==> src/rtl/qformat_pkg.sv <==
`default_nettype none
// ============================================================================
//  Module      : qformat_pkg
//  Description : Shared Q-format constants, saturating add helper and the
//                accumulator state encoding for the Kalman datapath.
//  Revision    : 1.0 - initial release
// ============================================================================
package qformat_pkg;

    localparam int Q = 18;
    localparam int N = 32;

    localparam logic [N-1:0] QMAX = {1'b0, {(N-1){1'b1}}};
    localparam logic [N-1:0] QMIN = {1'b1, {(N-1){1'b0}}};

    typedef enum logic [0:0] {
        ST_ACC  = 1'b0,
        ST_DONE = 1'b1
    } state_e;

    // Returns {sum, sat}; sat is set when the result had to be clamped.
    function automatic logic [N:0] sat_add(input logic [N-1:0] a, input logic [N-1:0] b);
        logic [N-1:0] raw;
        logic         sat;
        raw = a + b;
        sat = (a[N-1] == b[N-1]) && (raw[N-1] != a[N-1]);
        if (sat) begin
            raw = a[N-1] ? QMIN : QMAX;
        end
        return {raw, sat};
    endfunction

endpackage
`default_nettype wire

==> src/rtl/qmac_accumulator_if.sv <==
`default_nettype none
// ============================================================================
//  Module      : qmac_accumulator_if
//  Description : Product-in / sum-out valid/ready bundle of the Q-format
//                accumulator.
//  Revision    : 1.0 - initial release
// ============================================================================
interface qmac_accumulator_if #(
    parameter int N         = 32,
    parameter int MAX_TERMS = 8
);
    localparam int CW = $clog2(MAX_TERMS + 1);

    logic          in_valid;
    logic          in_ready;
    logic [N-1:0]  in_data;
    logic          in_ovr;
    logic          in_last;
    logic          out_valid;
    logic          out_ready;
    logic [N-1:0]  out_data;
    logic          out_ovr;
    logic [CW-1:0] out_count;

    modport master (
        output in_valid, in_data, in_ovr, in_last, out_ready,
        input  in_ready, out_valid, out_data, out_ovr, out_count
    );

    modport slave (
        input  in_valid, in_data, in_ovr, in_last, out_ready,
        output in_ready, out_valid, out_data, out_ovr, out_count
    );
endinterface
`default_nettype wire

==> src/rtl/qsat_add.sv <==
`default_nettype none
// ============================================================================
//  Module      : qsat_add
//  Description : Combinational two's-complement saturating adder of
//                parameterised width; reports whether it clamped.
//  Revision    : 1.0 - initial release
// ============================================================================
module qsat_add #(
    parameter int W = 32
) (
    input  wire logic [W-1:0] i_a,
    input  wire logic [W-1:0] i_b,
    output logic      [W-1:0] o_sum,
    output logic              o_sat
);
    logic [W-1:0] w_raw;

    assign w_raw = i_a + i_b;
    assign o_sat = (i_a[W-1] == i_b[W-1]) && (w_raw[W-1] != i_a[W-1]);

    always_comb begin
        o_sum = w_raw;
        if (o_sat) begin
            o_sum = i_a[W-1] ? {1'b1, {(W-1){1'b0}}} : {1'b0, {(W-1){1'b1}}};
        end
    end
endmodule
`default_nettype wire

==> src/rtl/qmac_accumulator.sv <==
`default_nettype none
// ============================================================================
//  Module      : qmac_accumulator
//  Description : Sums a stream of Q-format products into one dot-product term
//                with sticky overflow, delivered over valid/ready.
//                Optional macro QMAC_GUARD_BITS_EN: wide accumulator with a
//                single saturation when the sum closes.
//  Revision    : 1.0 - initial release
// ============================================================================
module qmac_accumulator
    import qformat_pkg::*;
#(
    parameter int Q         = qformat_pkg::Q,
    parameter int N         = qformat_pkg::N,
    parameter int MAX_TERMS = 8
) (
    input  wire logic         clk,
    input  wire logic         rst,
    qmac_accumulator_if.slave bus
);
    localparam int CW = $clog2(MAX_TERMS + 1);
`ifdef QMAC_GUARD_BITS_EN
    localparam int ACC_W = N + $clog2(MAX_TERMS);
`else
    localparam int ACC_W = N;
`endif

    localparam logic [0:0]    c_ST_ACC  = ST_ACC;
    localparam logic [0:0]    c_ST_DONE = ST_DONE;
    localparam logic [N-1:0]  c_QMAX    = {1'b0, {(N-1){1'b1}}};
    localparam logic [N-1:0]  c_QMIN    = {1'b1, {(N-1){1'b0}}};
    localparam logic [CW-1:0] c_MAX_CNT = CW'(MAX_TERMS);

    if (Q < 0 || Q >= N) begin : g_bad_q
        $error("qmac_accumulator: Q must lie in [0, N)");
    end

    logic [0:0]       r_state;
    logic [ACC_W-1:0] r_acc;
    logic             r_ovr;
    logic [CW-1:0]    r_count;
    logic             r_in_ready;
    logic             r_out_valid;
    logic [N-1:0]     r_out_data;
    logic             r_out_ovr;
    logic [CW-1:0]    r_out_count;

    logic [ACC_W-1:0] w_term;
    logic [ACC_W-1:0] w_add_sum;
    logic             w_add_sat;
    logic [N-1:0]     w_close_data;
    logic             w_close_sat;
    logic [CW-1:0]    w_count_inc;
    logic             w_accept;
    logic             w_close;

    qsat_add #(.W(ACC_W)) u_add (
        .i_a   (r_acc),
        .i_b   (w_term),
        .o_sum (w_add_sum),
        .o_sat (w_add_sat)
    );

`ifdef QMAC_GUARD_BITS_EN
    // Guard bits cover MAX_TERMS full-scale products, so the wide add never
    // clamps; the only saturation happens once when narrowing the result.
    logic [ACC_W-N:0] w_hi;

    assign w_term = {{(ACC_W-N){bus.in_data[N-1]}}, bus.in_data};
    assign w_hi   = w_add_sum[ACC_W-1:N-1];

    always_comb begin
        w_close_sat  = !((&w_hi) || !(|w_hi));
        w_close_data = w_add_sum[N-1:0];
        if (w_close_sat) begin
            w_close_data = w_add_sum[ACC_W-1] ? c_QMIN : c_QMAX;
        end
    end
`else
    assign w_term       = bus.in_data;
    assign w_close_data = w_add_sum;
    assign w_close_sat  = 1'b0;
`endif

    assign w_count_inc = r_count + 1'b1;
    assign w_accept    = bus.in_valid && r_in_ready;
    assign w_close     = bus.in_last || (w_count_inc == c_MAX_CNT);

    always_ff @(posedge clk) begin
        if (rst) begin
            r_state     <= c_ST_ACC;
            r_acc       <= '0;
            r_ovr       <= 1'b0;
            r_count     <= '0;
            r_in_ready  <= 1'b1;
            r_out_valid <= 1'b0;
            r_out_data  <= '0;
            r_out_ovr   <= 1'b0;
            r_out_count <= '0;
        end else begin
            case (r_state)
                c_ST_ACC: begin
                    if (w_accept) begin
                        if (w_close) begin
                            r_state     <= c_ST_DONE;
                            r_in_ready  <= 1'b0;
                            r_out_valid <= 1'b1;
                            r_out_data  <= w_close_data;
                            r_out_ovr   <= r_ovr | bus.in_ovr | w_add_sat | w_close_sat;
                            r_out_count <= w_count_inc;
                        end else begin
                            r_acc   <= w_add_sum;
                            r_ovr   <= r_ovr | bus.in_ovr | w_add_sat;
                            r_count <= w_count_inc;
                        end
                    end
                end
                c_ST_DONE: begin
                    // No bypass: the next sum can only start after this cycle.
                    if (bus.out_ready) begin
                        r_state     <= c_ST_ACC;
                        r_in_ready  <= 1'b1;
                        r_out_valid <= 1'b0;
                        r_acc       <= '0;
                        r_ovr       <= 1'b0;
                        r_count     <= '0;
                    end
                end
                default: r_state <= c_ST_ACC;
            endcase
        end
    end

    assign bus.in_ready  = r_in_ready;
    assign bus.out_valid = r_out_valid;
    assign bus.out_data  = r_out_data;
    assign bus.out_ovr   = r_out_ovr;
    assign bus.out_count = r_out_count;
endmodule
`default_nettype wire

==> src/flat_wrapper.sv <==
// flat-port wrapper written by rule: the top's interface ports become plain ports
module qmac_accumulator_flat import qformat_pkg::*;
#(
    parameter int Q         = qformat_pkg::Q,
    parameter int N         = qformat_pkg::N,
    parameter int MAX_TERMS = 8
)
  (clk, rst, bus_in_valid, bus_in_data, bus_in_ovr, bus_in_last, bus_out_ready, bus_in_ready, bus_out_valid, bus_out_data, bus_out_ovr, bus_out_count);
  qmac_accumulator_if #(.N(N), .MAX_TERMS(MAX_TERMS)) bus_i ();
  input  wire logic clk;
  input  wire logic rst;
  input wire logic [$bits(bus_i.in_valid)-1:0] bus_in_valid;
  input wire logic [$bits(bus_i.in_data)-1:0] bus_in_data;
  input wire logic [$bits(bus_i.in_ovr)-1:0] bus_in_ovr;
  input wire logic [$bits(bus_i.in_last)-1:0] bus_in_last;
  input wire logic [$bits(bus_i.out_ready)-1:0] bus_out_ready;
  output wire logic [$bits(bus_i.in_ready)-1:0] bus_in_ready;
  output wire logic [$bits(bus_i.out_valid)-1:0] bus_out_valid;
  output wire logic [$bits(bus_i.out_data)-1:0] bus_out_data;
  output wire logic [$bits(bus_i.out_ovr)-1:0] bus_out_ovr;
  output wire logic [$bits(bus_i.out_count)-1:0] bus_out_count;
  assign bus_i.in_valid = bus_in_valid;
  assign bus_i.in_data = bus_in_data;
  assign bus_i.in_ovr = bus_in_ovr;
  assign bus_i.in_last = bus_in_last;
  assign bus_i.out_ready = bus_out_ready;
  assign bus_in_ready = bus_i.in_ready;
  assign bus_out_valid = bus_i.out_valid;
  assign bus_out_data = bus_i.out_data;
  assign bus_out_ovr = bus_i.out_ovr;
  assign bus_out_count = bus_i.out_count;
  qmac_accumulator #(.Q(Q), .N(N), .MAX_TERMS(MAX_TERMS)) u_core (.clk(clk), .rst(rst), .bus(bus_i));
endmodule
==> config.mk <==
export PLATFORM = sky130hd
export DESIGN_NAME = qmac_accumulator_flat
export DESIGN_NICKNAME = d
export VERILOG_FILES = /design/src/rtl/qformat_pkg.sv /design/src/rtl/qmac_accumulator_if.sv /design/src/rtl/qsat_add.sv /design/src/rtl/qmac_accumulator.sv /design/src/flat_wrapper.sv
export SDC_FILE = /design/constraint.sdc
export NUM_CORES = 1
export LEC_CHECK = 0
export ABC_CLOCK_PERIOD_IN_PS = 3600
export BUFFER_PORTS_ARGS = -buffer_cell sky130_fd_sc_hd__buf_2
export CORE_MARGIN = 1.5
export CORE_UTILIZATION = 59
export CTS_BUF_LIST = sky130_fd_sc_hd__clkbuf_4 sky130_fd_sc_hd__clkbuf_8
export DETAILED_ROUTE_END_ITERATION = 12
export HOLD_SLACK_MARGIN = 0.1
export PLACE_DENSITY_LB_ADDON = 0.05
export SYNTH_ARGS = -nofsm -noshare
export SYNTH_HDL_FRONTEND = slang
export SYNTH_SLANG_ARGS = --single-unit
==> constraint.sdc <==
create_clock -name clk -period 3.6 [get_ports clk]
set_input_delay 0.72 -clock clk [delete_from_list [all_inputs] [get_ports clk]]
set_output_delay 0.72 -clock clk [all_outputs]
set_load 0.005 [all_outputs]
==> reports/results.ini <==
[floorplanning]
die_width_um=93.5
die_y_um=93.5
coreArea_um2=7850
fp.dieArea_um2=8750
row_count=32
initial_core_util_pct=61.6
io_pins=77

[job]
cap_violations=0

[global_routing]
use_met1_pct=38.4
busiest_layer=met2
antenna_found_initial=0
grt_use_total_pct=28.8
grt_max_degree=47
grt_pass1_vias=4193
met2_usage_pct=47.0
grt_pass1_wl_um=20100
use_met3_pct=4.72
grt_overflow_total=0

[drt]
drc=0
detail_route.iter0.violations=257
wl_per_cell_um=16.0
ant_nets=0
route.vias.total=4523
drtPass1Iterations=5
vias_per_cell=5.96
wl_um=12200

[clock_network]
cts.sinks=77
numCtsBuffers=9
htreeDepth=3
cts_tree=done
clk_pin_slew_ps=80
clock_path_buffers=2
clk_latency_ps=350
ctsHoldBuffers=0
cts-root-buf=clkbuf_8
postCtsSetupRepairBufs=0
cts_resized=0

[logic_synthesis]
ys.warnings.count=0
synth_top_area_share_pct=31.9
synthArstFlopShare_pct=0
netlist_area_um2=4840
synth_top_cell_by_area=dfxtp_1
synth_edf_count=0
syn_nets=660
yosys-top-cells-area=dfxtp_1 32%, ha_1 8.3%, a211oi_2 7.2%
synth_ff_type=dfxtp_1
ys_ff_latch=77
synthCells=589
ys_types=56
synth-seq-area-share_pct=31.9
synth_area_per_cell_um2=8.21

[sta]
tightest_slew_ps=1110
report.final.slew_viol_count=0
timing.final.crit_share_pct=81.9
finalHoldViolCount=0
tns_ps=0
max_slew_margin_pct=26.0
setup_viol=0
min_period_ps=2950
rsz0062_at_grt=no
fmax_ghz=0.339
finalClockSkew_ps=11.0

[setup_path]
worst-setup-path-type=primary input to flop
worst-path-max-fanout=19
crit_chain=buf_2 -> ha_1 -> a211oi_2 -> o21ai_1 -> a211oi_4 -> o311ai_4 -> a21oi_4 -> nand3_2 -> buf_4 -> a21oi_1 -> o21ai_0
cp_top_family=compound AO/OA/AOI/OAI gates
rr_startpoint=u_core.r_acc[1]
max_stage_delay_ps=410
crit_path_start=bus_in_data[1]
startpoint_type=primary input
cp_slowest_cell=a211oi_4
arrival_ps=3140
cp-end-kind=flop
worstPathRequired_ps=3790
worst-path-buf-inv=2

[placed_design]
port_buffers=76
dpl-instance-area_um2=5290
gp_congestion=0.907
post-place-cells=743
dp_hpwl_um=8910

[power_and_ir_drop]
total_leakage_power_nw=2.35
ir_drop_mv=0.257
power_density_nw_per_um2=412

[finish]
syn_to_final_growth_pct=13.4
final_cell_mix=77 x dfxtp_1, 76 x buf_2, 69 x a21oi_1
drive_gt1_share_pct=22.5
antennaDiodeCount=0
finalNetCount=723
fin_area_um2=5480
stdcell_count=759
layout_commonest_cell=dfxtp_1

[min_path]
hold_path_class=flop to flop
hp-start=u_core.r_acc[24]

[status]
status=complete, no violations

## layout make-up
| type | instances | area, µm² |
|---|---|---|
| repair buffers | 89 | 490 |
| flip-flops and latches | 77 | 1540 |
| clock inverters | 6 | 61.3 |
| fillers | 679 | 2360 |
| inverters | 10 | 37.5 |
| clock buffers | 10 | 131 |
| well taps | 102 | 128 |
| multi-input cells | 465 | 3090 |
## flip-flops by register name (all words and copies together) (netlist names)
register              cells
u_core.bus.out_valid      1
u_core.r_ovr              1
u_core.r_count            4
u_core.r_acc             32
u_core.bus.out_data      32
u_core.bus.in_ready       1
u_core.bus.out_ovr        1
u_core.bus.out_count      4
u_core.r_state            1
## per-layer routing
layer	wire length, µm	share of wire (%)	vias up
met5	0	0	-
met2	5770	47	127
li1	-	-	2282
met1	5640	46	2093
met4	194	1.6	0
met3	560	4.6	21
## tightest hold or removal path: stages (launching register included)
cell,delay [ps]
dfxtp_1,320
nand2_1,50
o21ai_1,50
## final timing paths
kind	end	slack, ps	depth (start not counted)
setup / recovery	u_core.r_acc[2]	650	11
hold / removal	u_core.r_acc[24]	450	2
setup reg to reg	u_core.r_acc[2]	800	10
hold reg to reg	u_core.r_acc[24]	450	2
## logic make-up after synthesis
logic type | after synthesis | synth area share [%]
buffers and inverters | 47 | 4.37
XOR/XNOR | 24 | 4.35
adder cells (fa/ha/maj) | 33 | 8.69
AO/OA/AOI/OAI | 230 | 33.7
flip-flops | 77 | 31.9
multiplexers | 2 | 0.414
AND/OR/NAND/NOR | 176 | 16.7
## per-stage QoR
stage / setup slack [ps] / hold slack [ps] / total power (W) / util, %
after CTS: 681 / 457 / 0.00226 / 69.9
after global routing: 382 / 475 / 0.00239 / 69.9
final: 652 / 453 / 0.00226 / 69.9
after global placement: 392 / 438 / 0.00160 / 67.4
after detailed placement: 313 / 446 / 0.00162 / 67.4
after floorplan: 743 / 426 / 0.00144 / -
## Yosys cell counts, types with 2 or more instances
cell / n
dfxtp_1: 77
a21oi_1: 69
nand2_1: 61
nor2_1: 54
ha_1: 32
a211oi_2: 28
clkbuf_1: 26
o21ai_0: 26
o21ai_1: 26
nand3_1: 17
a211oi_1: 16
xnor2_1: 16
a21o_1: 15
inv_1: 10
nor3_1: 8
xor2_1: 8
and3_1: 7
buf_2: 7
a31oi_1: 6
nand4_1: 6
o211ai_1: 6
or3_1: 6
nand3b_1: 5
nor2b_1: 5
o21bai_1: 4
a21oi_2: 3
buf_6: 3
o21a_1: 3
o31ai_1: 3
a211o_1: 2
a22oi_1: 2
a311oi_1: 2
a31o_2: 2
a41oi_1: 2
and2_1: 2
mux2i_1: 2
nand3_2: 2
o311ai_0: 2
## report_power, final
part	total, W	leakage, nW	switching, W	internal, W
clock network	0.000654	0.0999	0.000327	0.000327
registers	0.000951	0.630	0.0000364	0.000915
logic	0.000655	1.62	0.000390	0.000264
Power figures use the tool's default switching activity.
